File: src/rtl/ag_tcu_scale_seq_if.sv
// Handshake bundle for the scaled TCU micro-op sequencer:
// tile commands in, micro-ops out, retire pulses and scale updates.
interface ag_tcu_scale_seq_if;
    logic        cmd_valid;
    logic        cmd_ready;
    logic [2:0]  cmd_m_steps;
    logic [2:0]  cmd_n_steps;
    logic [15:0] cmd_tag;
    logic        uop_valid;
    logic        uop_ready;
    logic [3:0]  uop_step_m;
    logic [3:0]  uop_step_n;
    logic [15:0] uop_tag;
    logic        uop_last;
    logic        retire;
    logic        scale_wr_valid;
    logic        scale_wr_ready;
    logic [8:0]  scale_wr_data;
    logic [8:0]  scale_combined;
    logic        busy;

    modport master (
        output cmd_valid, cmd_m_steps, cmd_n_steps, cmd_tag,
        output uop_ready, retire, scale_wr_valid, scale_wr_data,
        input  cmd_ready, uop_valid, uop_step_m, uop_step_n,
        input  uop_tag, uop_last, scale_wr_ready, scale_combined, busy
    );

    modport slave (
        input  cmd_valid, cmd_m_steps, cmd_n_steps, cmd_tag,
        input  uop_ready, retire, scale_wr_valid, scale_wr_data,
        output cmd_ready, uop_valid, uop_step_m, uop_step_n,
        output uop_tag, uop_last, scale_wr_ready, scale_combined, busy
    );
endinterface

File: src/rtl/ag_tcu_scale_seq.sv
// Splits a tile command into m x n sub-block micro-ops (n inner),
// throttled by an inflight limit; owns the scale register.
module ag_tcu_scale_seq #(
    parameter int MAX_STEPS    = 4,
    parameter int MAX_INFLIGHT = 8
) (
    input  logic                clk,
    input  logic                reset,
    ag_tcu_scale_seq_if.slave   io
);
    localparam int IW = $clog2(MAX_INFLIGHT + 1);
    localparam logic [3:0]    MAXS = 4'(MAX_STEPS);
    localparam logic [IW-1:0] MAXI = IW'(MAX_INFLIGHT);
    localparam logic [IW-1:0] ONE  = IW'(1);

    typedef enum logic {IDLE, ISSUE} state_e;

    state_e        state_q, state_d;
    logic [3:0]    m_q, m_d, n_q, n_d;
    logic [3:0]    ms_q, ms_d, ns_q, ns_d;
    logic [15:0]   tag_q, tag_d;
    logic [IW-1:0] infl_q, infl_d;
    logic [8:0]    scale_q, scale_d;

    logic cmd_fire, uop_fire, scl_fire;
    logic n_end, last;

    function automatic logic [3:0] clamp(input logic [2:0] c);
        logic [3:0] w;
        w = {1'b0, c};
        if (w == 4'd0) return 4'd1;
        if (w > MAXS) return MAXS;
        return w;
    endfunction

    assign n_end = (n_q == ns_q - 4'd1);
    assign last  = n_end && (m_q == ms_q - 4'd1);

    assign io.uop_valid  = (state_q == ISSUE) && (infl_q < MAXI);
    assign io.uop_last   = (state_q == ISSUE) && last;
    assign io.uop_step_m = m_q;
    assign io.uop_step_n = n_q;
    assign io.uop_tag    = tag_q;
    assign io.scale_combined = scale_q;
    assign io.busy = (state_q != IDLE) || (infl_q != '0);

    // A pending scale write always wins over a command in IDLE.
    assign io.cmd_ready = !reset && (state_q == IDLE)
                          && !io.scale_wr_valid;
    assign io.scale_wr_ready = !reset && (state_q == IDLE)
                               && (infl_q == '0);

    assign cmd_fire = io.cmd_valid && io.cmd_ready;
    assign uop_fire = io.uop_valid && io.uop_ready;
    assign scl_fire = io.scale_wr_valid && io.scale_wr_ready;

    always_comb begin
        state_d = state_q;
        m_d     = m_q;
        n_d     = n_q;
        ms_d    = ms_q;
        ns_d    = ns_q;
        tag_d   = tag_q;
        unique case (state_q)
            IDLE: begin
                if (cmd_fire) begin
                    ms_d    = clamp(io.cmd_m_steps);
                    ns_d    = clamp(io.cmd_n_steps);
                    tag_d   = io.cmd_tag;
                    m_d     = 4'd0;
                    n_d     = 4'd0;
                    state_d = ISSUE;
                end
            end
            ISSUE: begin
                if (uop_fire) begin
                    if (last) begin
                        m_d     = 4'd0;
                        n_d     = 4'd0;
                        state_d = IDLE;
                    end else if (n_end) begin
                        n_d = 4'd0;
                        m_d = m_q + 4'd1;
                    end else begin
                        n_d = n_q + 4'd1;
                    end
                end
            end
        endcase
    end

    always_comb begin
        infl_d = infl_q;
        case ({uop_fire, io.retire})
            2'b10:   infl_d = infl_q + ONE;
            2'b01:   if (infl_q != '0) infl_d = infl_q - ONE;
            default: infl_d = infl_q;
        endcase
    end

    assign scale_d = scl_fire ? io.scale_wr_data : scale_q;

    always_ff @(posedge clk or posedge reset) begin
        if (reset) begin
            state_q <= IDLE;
            m_q     <= '0;
            n_q     <= '0;
            ms_q    <= 4'd1;
            ns_q    <= 4'd1;
            tag_q   <= '0;
            infl_q  <= '0;
            scale_q <= '0;
        end else begin
            state_q <= state_d;
            m_q     <= m_d;
            n_q     <= n_d;
            ms_q    <= ms_d;
            ns_q    <= ns_d;
            tag_q   <= tag_d;
            infl_q  <= infl_d;
            scale_q <= scale_d;
        end
    end
endmodule
File: src/flat_wrapper.sv
// flat-port wrapper written by rule: the top's interface ports become plain ports
module ag_tcu_scale_seq_flat 
#(
    parameter int MAX_STEPS    = 4,
    parameter int MAX_INFLIGHT = 8
)
  (clk, reset, io_cmd_valid, io_cmd_m_steps, io_cmd_n_steps, io_cmd_tag, io_uop_ready, io_retire, io_scale_wr_valid, io_scale_wr_data, io_cmd_ready, io_uop_valid, io_uop_step_m, io_uop_step_n, io_uop_tag, io_uop_last, io_scale_wr_ready, io_scale_combined, io_busy);
  ag_tcu_scale_seq_if io_i ();
  input  logic clk;
  input  logic reset;
  input wire logic [$bits(io_i.cmd_valid)-1:0] io_cmd_valid;
  input wire logic [$bits(io_i.cmd_m_steps)-1:0] io_cmd_m_steps;
  input wire logic [$bits(io_i.cmd_n_steps)-1:0] io_cmd_n_steps;
  input wire logic [$bits(io_i.cmd_tag)-1:0] io_cmd_tag;
  input wire logic [$bits(io_i.uop_ready)-1:0] io_uop_ready;
  input wire logic [$bits(io_i.retire)-1:0] io_retire;
  input wire logic [$bits(io_i.scale_wr_valid)-1:0] io_scale_wr_valid;
  input wire logic [$bits(io_i.scale_wr_data)-1:0] io_scale_wr_data;
  output wire logic [$bits(io_i.cmd_ready)-1:0] io_cmd_ready;
  output wire logic [$bits(io_i.uop_valid)-1:0] io_uop_valid;
  output wire logic [$bits(io_i.uop_step_m)-1:0] io_uop_step_m;
  output wire logic [$bits(io_i.uop_step_n)-1:0] io_uop_step_n;
  output wire logic [$bits(io_i.uop_tag)-1:0] io_uop_tag;
  output wire logic [$bits(io_i.uop_last)-1:0] io_uop_last;
  output wire logic [$bits(io_i.scale_wr_ready)-1:0] io_scale_wr_ready;
  output wire logic [$bits(io_i.scale_combined)-1:0] io_scale_combined;
  output wire logic [$bits(io_i.busy)-1:0] io_busy;
  assign io_i.cmd_valid = io_cmd_valid;
  assign io_i.cmd_m_steps = io_cmd_m_steps;
  assign io_i.cmd_n_steps = io_cmd_n_steps;
  assign io_i.cmd_tag = io_cmd_tag;
  assign io_i.uop_ready = io_uop_ready;
  assign io_i.retire = io_retire;
  assign io_i.scale_wr_valid = io_scale_wr_valid;
  assign io_i.scale_wr_data = io_scale_wr_data;
  assign io_cmd_ready = io_i.cmd_ready;
  assign io_uop_valid = io_i.uop_valid;
  assign io_uop_step_m = io_i.uop_step_m;
  assign io_uop_step_n = io_i.uop_step_n;
  assign io_uop_tag = io_i.uop_tag;
  assign io_uop_last = io_i.uop_last;
  assign io_scale_wr_ready = io_i.scale_wr_ready;
  assign io_scale_combined = io_i.scale_combined;
  assign io_busy = io_i.busy;
  ag_tcu_scale_seq #(.MAX_STEPS(MAX_STEPS), .MAX_INFLIGHT(MAX_INFLIGHT)) u_core (.clk(clk), .reset(reset), .io(io_i));
endmodule
File: config.mk
export PLATFORM = sky130hd
export DESIGN_NAME = ag_tcu_scale_seq_flat
export DESIGN_NICKNAME = d
export VERILOG_FILES = /design/src/rtl/ag_tcu_scale_seq_if.sv /design/src/rtl/ag_tcu_scale_seq.sv /design/src/flat_wrapper.sv
export SDC_FILE = /design/constraint.sdc
export NUM_CORES = 1
export LEC_CHECK = 0
export CAP_MARGIN = 30
export CORE_ASPECT_RATIO = 1.5
export CORE_UTILIZATION = 45
export CTS_CLUSTER_SIZE = 10
export DETAILED_ROUTE_END_ITERATION = 6
export PLACE_DENSITY = 0.8
export SLEW_MARGIN = 5
export SYNTH_ARGS = -nofsm -noshare
export SYNTH_HDL_FRONTEND = slang
export SYNTH_SLANG_ARGS = --single-unit
File: constraint.sdc
create_clock -name clk -period 5.3 [get_ports clk]
set_input_delay 0.795 -clock clk [delete_from_list [all_inputs] [get_ports clk]]
set_output_delay 0.795 -clock clk [all_outputs]
set_load 0.05 [all_outputs]
==> results of run 1 <==
## Yosys cell counts (2+ instances only)
cell and number:
clkbuf_1 5, xor2_1 2, dfstp_2 2, a21oi_1 5, xnor2_1 6, nor4_1 5, nand3b_1 3, nand2_1 70
o31a_1 3, dfrtp_1 42, nor2_1 6, mux2_2 10, o21ai_0 12, ha_1 5, and2_1 2, nand2b_1 3
nand3_1 4, inv_1 9, nor3_1 4
## worst reg2reg max path: cells and delay by family (launching register included)
| family | cells | cell delay, ns |
|---|---|---|
| AO/OA/AOI/OAI | 2 | 0.73 |
| XOR/XNOR | 1 | 0.17 |
| flip-flops | 1 | 0.57 |
| buffers and inverters | 1 | 0.06 |
| AND/OR/NAND/NOR | 2 | 0.39 |
| adder cells (fa/ha/maj) | 1 | 0.20 |
## kinds of logic after synthesis
kind of cell	after synthesis
buffers and inverters	15
XOR/XNOR	9
adder cells (fa/ha/maj)	5
AND/OR/NAND/NOR	103
AO/OA/AOI/OAI	29
multiplexers	11
flip-flops	44
## through the flow
step	util	power (mW)	instance area (um^2)	std cells	setup slack, ns
CTS	0.6639	1.925	2990	341	1.542
finish	0.6639	1.908	2990	341	1.573
floorplan	-	1.350	2108	216	2.284
global route	0.6639	2.028	2990	341	1.364
global placement	0.6422	1.674	2893	333	1.912
detailed placement	0.6422	1.697	2893	333	1.884
## flip-flops by register name, summed over array words and instances (netlist names)
| register | count |
|---|---|
| u_core.io.uop_step_m | 4 |
| u_core.infl_q | 4 |
| u_core.io.uop_tag | 16 |
| u_core.ns_q | 3 |
| u_core.state_q | 1 |
| u_core.io.scale_combined | 9 |
| u_core.io.uop_step_n | 4 |
| u_core.ms_q | 3 |
## worst paths after layout
kind	from	endpoint	slack, ns
max reg2reg	u_core.ns_q[0]	u_core.io.uop_step_m[3]	3.10
min in group asynchronous	reset	u_core.infl_q[3]	1.04
max in group asynchronous	reset	u_core.ms_q[0]	3.89
min reg2reg	u_core.io.uop_tag[11]	u_core.io.uop_tag[11]	0.48
min	u_core.io.uop_tag[11]	u_core.io.uop_tag[11]	0.48
max	u_core.ns_q[0]	io_uop_last	1.57
## final cells by class
type,count,area (um^2)
Fill cell,369,1514
Timing Repair Buffer,75,748.2
Inverter,9,33.78
Multi-Input combinational cell,157,947.2
Sequential cell,44,1104
Tap cell,48,60.06
Clock inverter,2,15.01
Clock buffer,6,82.58
## power breakdown
| part | switching (mW) | total, mW | internal (mW) | leakage (nW) |
|---|---|---|---|---|
| logic | 0.656 | 1.06 | 0.402 | 0.756 |
| clock network | 0.116 | 0.222 | 0.106 | 0.0434 |
| registers | 0.136 | 0.628 | 0.492 | 0.534 |
| total | 0.908 | 1.91 | 1.00 | 1.33 |
## per-layer routing
metal  routed length [um]  part of all wire  vias to the layer above
li1                     -                 -                      879
met1                 1906              0.41                      881
met2                 2502              0.54                       47
met3                  200             0.043                        4
met4                   55             0.012                        0
met5                    0                 0                        -
==> impl_metrics.csv, run 1 <==
group,metric,value,unit
routing,detail_route.drc_violations,2,
clock_network,clk_pin_slew,0.09,ns
cells_and_area,fin_nets,334,
die,core,4504,um^2
synthesis,yosys_warnings,0,
global_routing,grtUsageMet1,0.2632,
global_routing,gr-usage-met3,0.04223,
synthesis,synth-edff-count,0,
job,max_cap_viol_count,0,
global_routing,grt_antenna_before_repair,0,
routing,firstDrtPassIters,7,
cells_and_area,drive_gt1_frac,0.09215,
critical_path,max_stage_delay,0.81,ns
die,num_io_pins,75,
cells_and_area,final_cell_mix,"clkdlybuf4s50_1, nand2_1, dfrtp_1",
clock_network,cts_tree,"yes",
synthesis,synth-async-reset-ratio,1.000,
timing,slew_viol_final,0,
critical_path,cp_cell_sequence,"inv_1, ha_1, xnor2_1, nor4_1, o211ai_1, nor2_1, clkdlybuf4s50_1",
routing,via_per_inst,5.311,
critical_path,crit_family,"buffers and inverters",
routing,wl,4.665,mm
synthesis,yosys.area_share.simple,0.2172,
run_status,status,"finished, violations left",
run_status,violations,"DRC",
synthesis,synth_fa_ha_area_frac,0.02967,
synthesis,synth_xor_area_frac,0.04451,
synthesis,syn-cell-area,2108,um^2
synthesis,netlist.area_leader.share,0.4985,
die,fp.dieH,85.83,um
synthesis,synth_cells,216,
critical_path,endpoint_kind,"output pin",
synthesis,synth_area_leaders,"dfrtp_1, nand2_1, mux2_2",
synthesis,ys_seq_elements,44,
synthesis,synth.area.mux_share,0.05816,
synthesis,synth_compound_area_frac,0.09970,
clock_network,cts-buffers-inserted,5,
cells_and_area,final_common_cell,"clkdlybuf4s50_1",
timing,setup_viol,0,
routing,wl_per_cell,13.68,um
clock_network,cts_setup_buffers,0,
timing,fmax,268.3,MHz
routing,route.vias.total,1811,
global_routing,use_met2,0.3271,
timing,relSlewSlack,0.4106,
clock_network,htreeDepth,2,
synthesis,synth_ff_type,"dfrtp_1",
power,irDropWorstVdd,0.4482,mV
clock_network,cts_sinks,44,
timing,finalSetupTns,0,ns
clock_network,cts_buffer_depth,2,
routing,ant_nets,0,
placed_design,gp_congestion,0.7991,
timing,hold_ws,0.4782,ns
timing,rsz0062_at_grt,"no",
timing,hold_viol_final,0,
global_routing,overflow,0,
synthesis,synth_cell_type_count,37,
clock_network,clock_latency,0.29,ns
min_path,hold_depth,2,
die,die_w,57.89,um
global_routing,grt-busiest-layer,"met2",
die,rows,30,
critical_path,reg2reg_depth,7,
timing,worst_pin_slew,0.8840,ns
power,power_density,637.9,nW/um^2
synthesis,synth_fp_nets,258,
clock_network,ctsResizeCount,0,
critical_path,cp.required,4.51,ns
timing,fin_crit_sh,0.7032,
critical_path,cpMaxStageDelayCell,"clkdlybuf4s50_1",
timing,post-route-min-period,3.727,ns
clock_network,cts-root-buf,"clkbuf_8",
critical_path,cp_num_cells,7,
synthesis,synth_top_family_by_area,"simple AND/OR/NAND/NOR gates",
routing,drtIter0Drc,28,
synthesis,synth_top_area_cell,"dfrtp_1",
die,dieArea,4968,um^2
min_path,worstHoldPathType,"flop to flop",
critical_path,critPathLaunchType,"flop",
timing,skew,0.004161,ns
critical_path,worstPathMaxFanout,7,
cells_and_area,area.growth.synth_to_final,41.84,%
critical_path,path_class,"flop to output pin",
placed_design,numPortBuffers,74,
synthesis,synth.avg_cell_area,9.761,um^2
global_routing,grt_pass1_vias,1707,
global_routing,grt.total_usage,0.2031,
synthesis,ys_seq_area_frac,0.5234,
global_routing,grt_pass1_wl,7.769,mm
critical_path,worst-path-buf-inv,2,
clock_network,hold_buffers,0,
die,start_util,0.4681,
cells_and_area,diodes,0,
placed_design,hpwl,3.437,mm
critical_path,arrival,2.93,ns
global_routing,grt_max_degree,45,
power,p_leak,1.333,nW
No activity file was read; power rests on OpenSTA's default activity.
==> run 2, diff against run 1 <==
==> constraint.sdc (replaced) <==
create_clock -name clk -period 3.7 [get_ports clk]
set_input_delay 0.555 -clock clk [delete_from_list [all_inputs] [get_ports clk]]
set_output_delay 0.555 -clock clk [all_outputs]
set_load 0.05 [all_outputs]
==> impl_metrics.csv, run 2 (synthesis gave the netlist of run 1 again) <==
group,metric,value,unit
run_status,status,"finished, violations left",
run_status,violations,"DRC",
placed_design,hpwl,3.634,mm
min_path,min_to,"u_core.io.uop_tag[11]",
min_path,holdCritStartpoint,"u_core.io.uop_tag[11]",
die,num_io_pins,75,
timing,relSlewSlack,0.3944,
cells_and_area,post_layout_nonfiller_instances,342,
timing,setup_viol,0,
die,rows,30,
placed_design,gp_congestion,0.8714,
power,irDropWorstVdd,0.4675,mV
clock_network,clock_latency,0.30,ns
die,fp.dieH,85.83,um
global_routing,grt_max_degree,37,
placed_design,post-place-cells,334,
global_routing,grt.total_usage,0.2119,
routing,wl_per_cell,14.46,um
cells_and_area,n_fill_cell,364,
global_routing,grt_antenna_before_repair,0,
power,p_leak,1.355,nW
global_routing,grt_pass1_wl,7.962,mm
clock_network,cts-root-buf,"clkbuf_8",
routing,drtIter0Drc,82,
cells_and_area,final_common_cell,"clkdlybuf4s50_1",
timing,fmax,302.5,MHz
die,start_util,0.4681,
critical_path,critPathLaunchType,"flop",
clock_network,cts_buffer_depth,2,
routing,via_per_inst,5.310,
timing,finalSetupTns,0,ns
routing,firstDrtPassIters,6,
routing,ant_nets,0,
global_routing,overflow,0,
clock_network,cts_sinks,44,
job,max_cap_viol_count,0,
timing,hold_viol_final,0,
routing,detail_route.drc_violations,2,
power,power_density,931.7,nW/um^2
die,die_w,57.89,um
cells_and_area,largest_register_ffs,16,
min_path,worstHoldPathType,"flop to flop",
clock_network,clk_pin_slew,0.08,ns
timing,slew_viol_final,0,
die,dieArea,4968,um^2
cells_and_area,seq_area,1104,um^2
timing,post-route-min-period,3.305,ns
critical_path,arrival,2.75,ns
timing,rsz0062_at_grt,"no",
clock_network,htreeDepth,2,
placed_design,placed_cell_area,2900,um^2
global_routing,grt_pass1_vias,1751,
clock_network,cts_setup_buffers,0,
cells_and_area,fin_nets,335,
cells_and_area,diodes,0,
cells_and_area,area.growth.synth_to_final,43.32,%
critical_path,r2r_setup_slack,1.46,ns
critical_path,endpoint_kind,"output pin",
routing,route.vias.total,1816,
cells_and_area,postLayoutCellArea,3022,um^2
timing,worst_pin_slew,0.9084,ns
timing,skew,0.003748,ns
clock_network,cts-buffers-inserted,5,
min_path,hold_depth,2,
critical_path,path_class,"flop to output pin",
clock_network,hold_buffers,0,
die,core,4504,um^2
clock_network,ctsResizeCount,0,
timing,fin_crit_sh,0.8933,
critical_path,reg2reg_depth,5,
critical_path,timing.rr.end,"u_core.io.uop_step_m[2]",
cells_and_area,final_cell_mix,"clkdlybuf4s50_1, nand2_1, dfrtp_1",
timing,hold_ws,0.4733,ns
routing,wl,4.946,mm
clock_network,cts_tree,"yes",
critical_path,r2r_start,"u_core.state_q",
cells_and_area,multi_input_area,947.2,um^2
critical_path,cp.required,3.14,ns
critical_path,worstPathMaxFanout,4,
placed_design,numPortBuffers,74,
cells_and_area,drive_gt1_frac,0.09524,
run 2: through the flow:
step	power, mW	utilization	setup WS [ns]
final	2.815	0.6708	0.3946
after global routing	2.975	0.6708	0.2449
after CTS	2.832	0.6708	0.3933
after detailed placement	2.438	0.6439	0.7136
after global placement	2.401	0.6439	0.7377
after floorplan	1.934	-	0.9235
run 2: power by group:
| group | total (mW) | internal, mW | switching (mW) |
|---|---|---|---|
| Clock | 0.387 | 0.221 | 0.166 |
| Combinational | 1.52 | 0.576 | 0.945 |
| Sequential | 0.907 | 0.705 | 0.202 |
| Total | 2.82 | 1.50 | 1.31 |
run 2: metal layers:
layer | vias up | wire length [um] | track usage | part of all wire
li1 | 882 | - | - | -
met1 | 869 | 1932 | 0.2409 | 0.39
met2 | 54 | 2667 | 0.3730 | 0.54
met3 | 11 | 239 | 0.05128 | 0.048
met4 | 0 | 107 | 0.08658 | 0.022
met5 | - | 0 | 0 | 0
run 2: worst max-delay path by stage:
stage	depth (start not counted)	from	endpoint
after detailed placement	7	u_core.ms_q[0]	io_uop_last
after floorplan	6	u_core.ns_q[0]	io_uop_last
after CTS	7	u_core.ns_q[0]	io_uop_last
after global placement	7	u_core.ns_q[0]	io_uop_last
final	7	u_core.ms_q[0]	io_uop_last
after global routing	7	u_core.ns_q[0]	io_uop_last
run 2: worst max-delay path, cell delays in order (launching register included):
cell and delay, ns:
dfstp_2 0.57, inv_1 0.06, ha_1 0.29, xnor2_1 0.13
nor4_1 0.28, o211ai_1 0.20, nor2_1 0.12, clkdlybuf4s50_1 0.81
run 2: layout make-up:
cell class              instances  area share
inverters                       9     0.01118
well taps                      48     0.01988
clock buffers                   6     0.02733
repair buffers                 76      0.2501
clock inverters                 2     0.01284
flip-flops and latches         44      0.3652
multi-input cells             157      0.3135
==> run 3, diff against run 2 <==
--- a/config.mk
+++ b/config.mk
@@ -5,7 +5,7 @@
 export SDC_FILE = /design/constraint.sdc
 export NUM_CORES = 1
 export LEC_CHECK = 0
-export CAP_MARGIN = 30
+export CAP_MARGIN = 20
 export CORE_ASPECT_RATIO = 1.5
 export CORE_UTILIZATION = 45
 export CTS_CLUSTER_SIZE = 10
==> results of run 3 <==
Same layout as run 2: the final DEF is identical, and so are final timing and power.
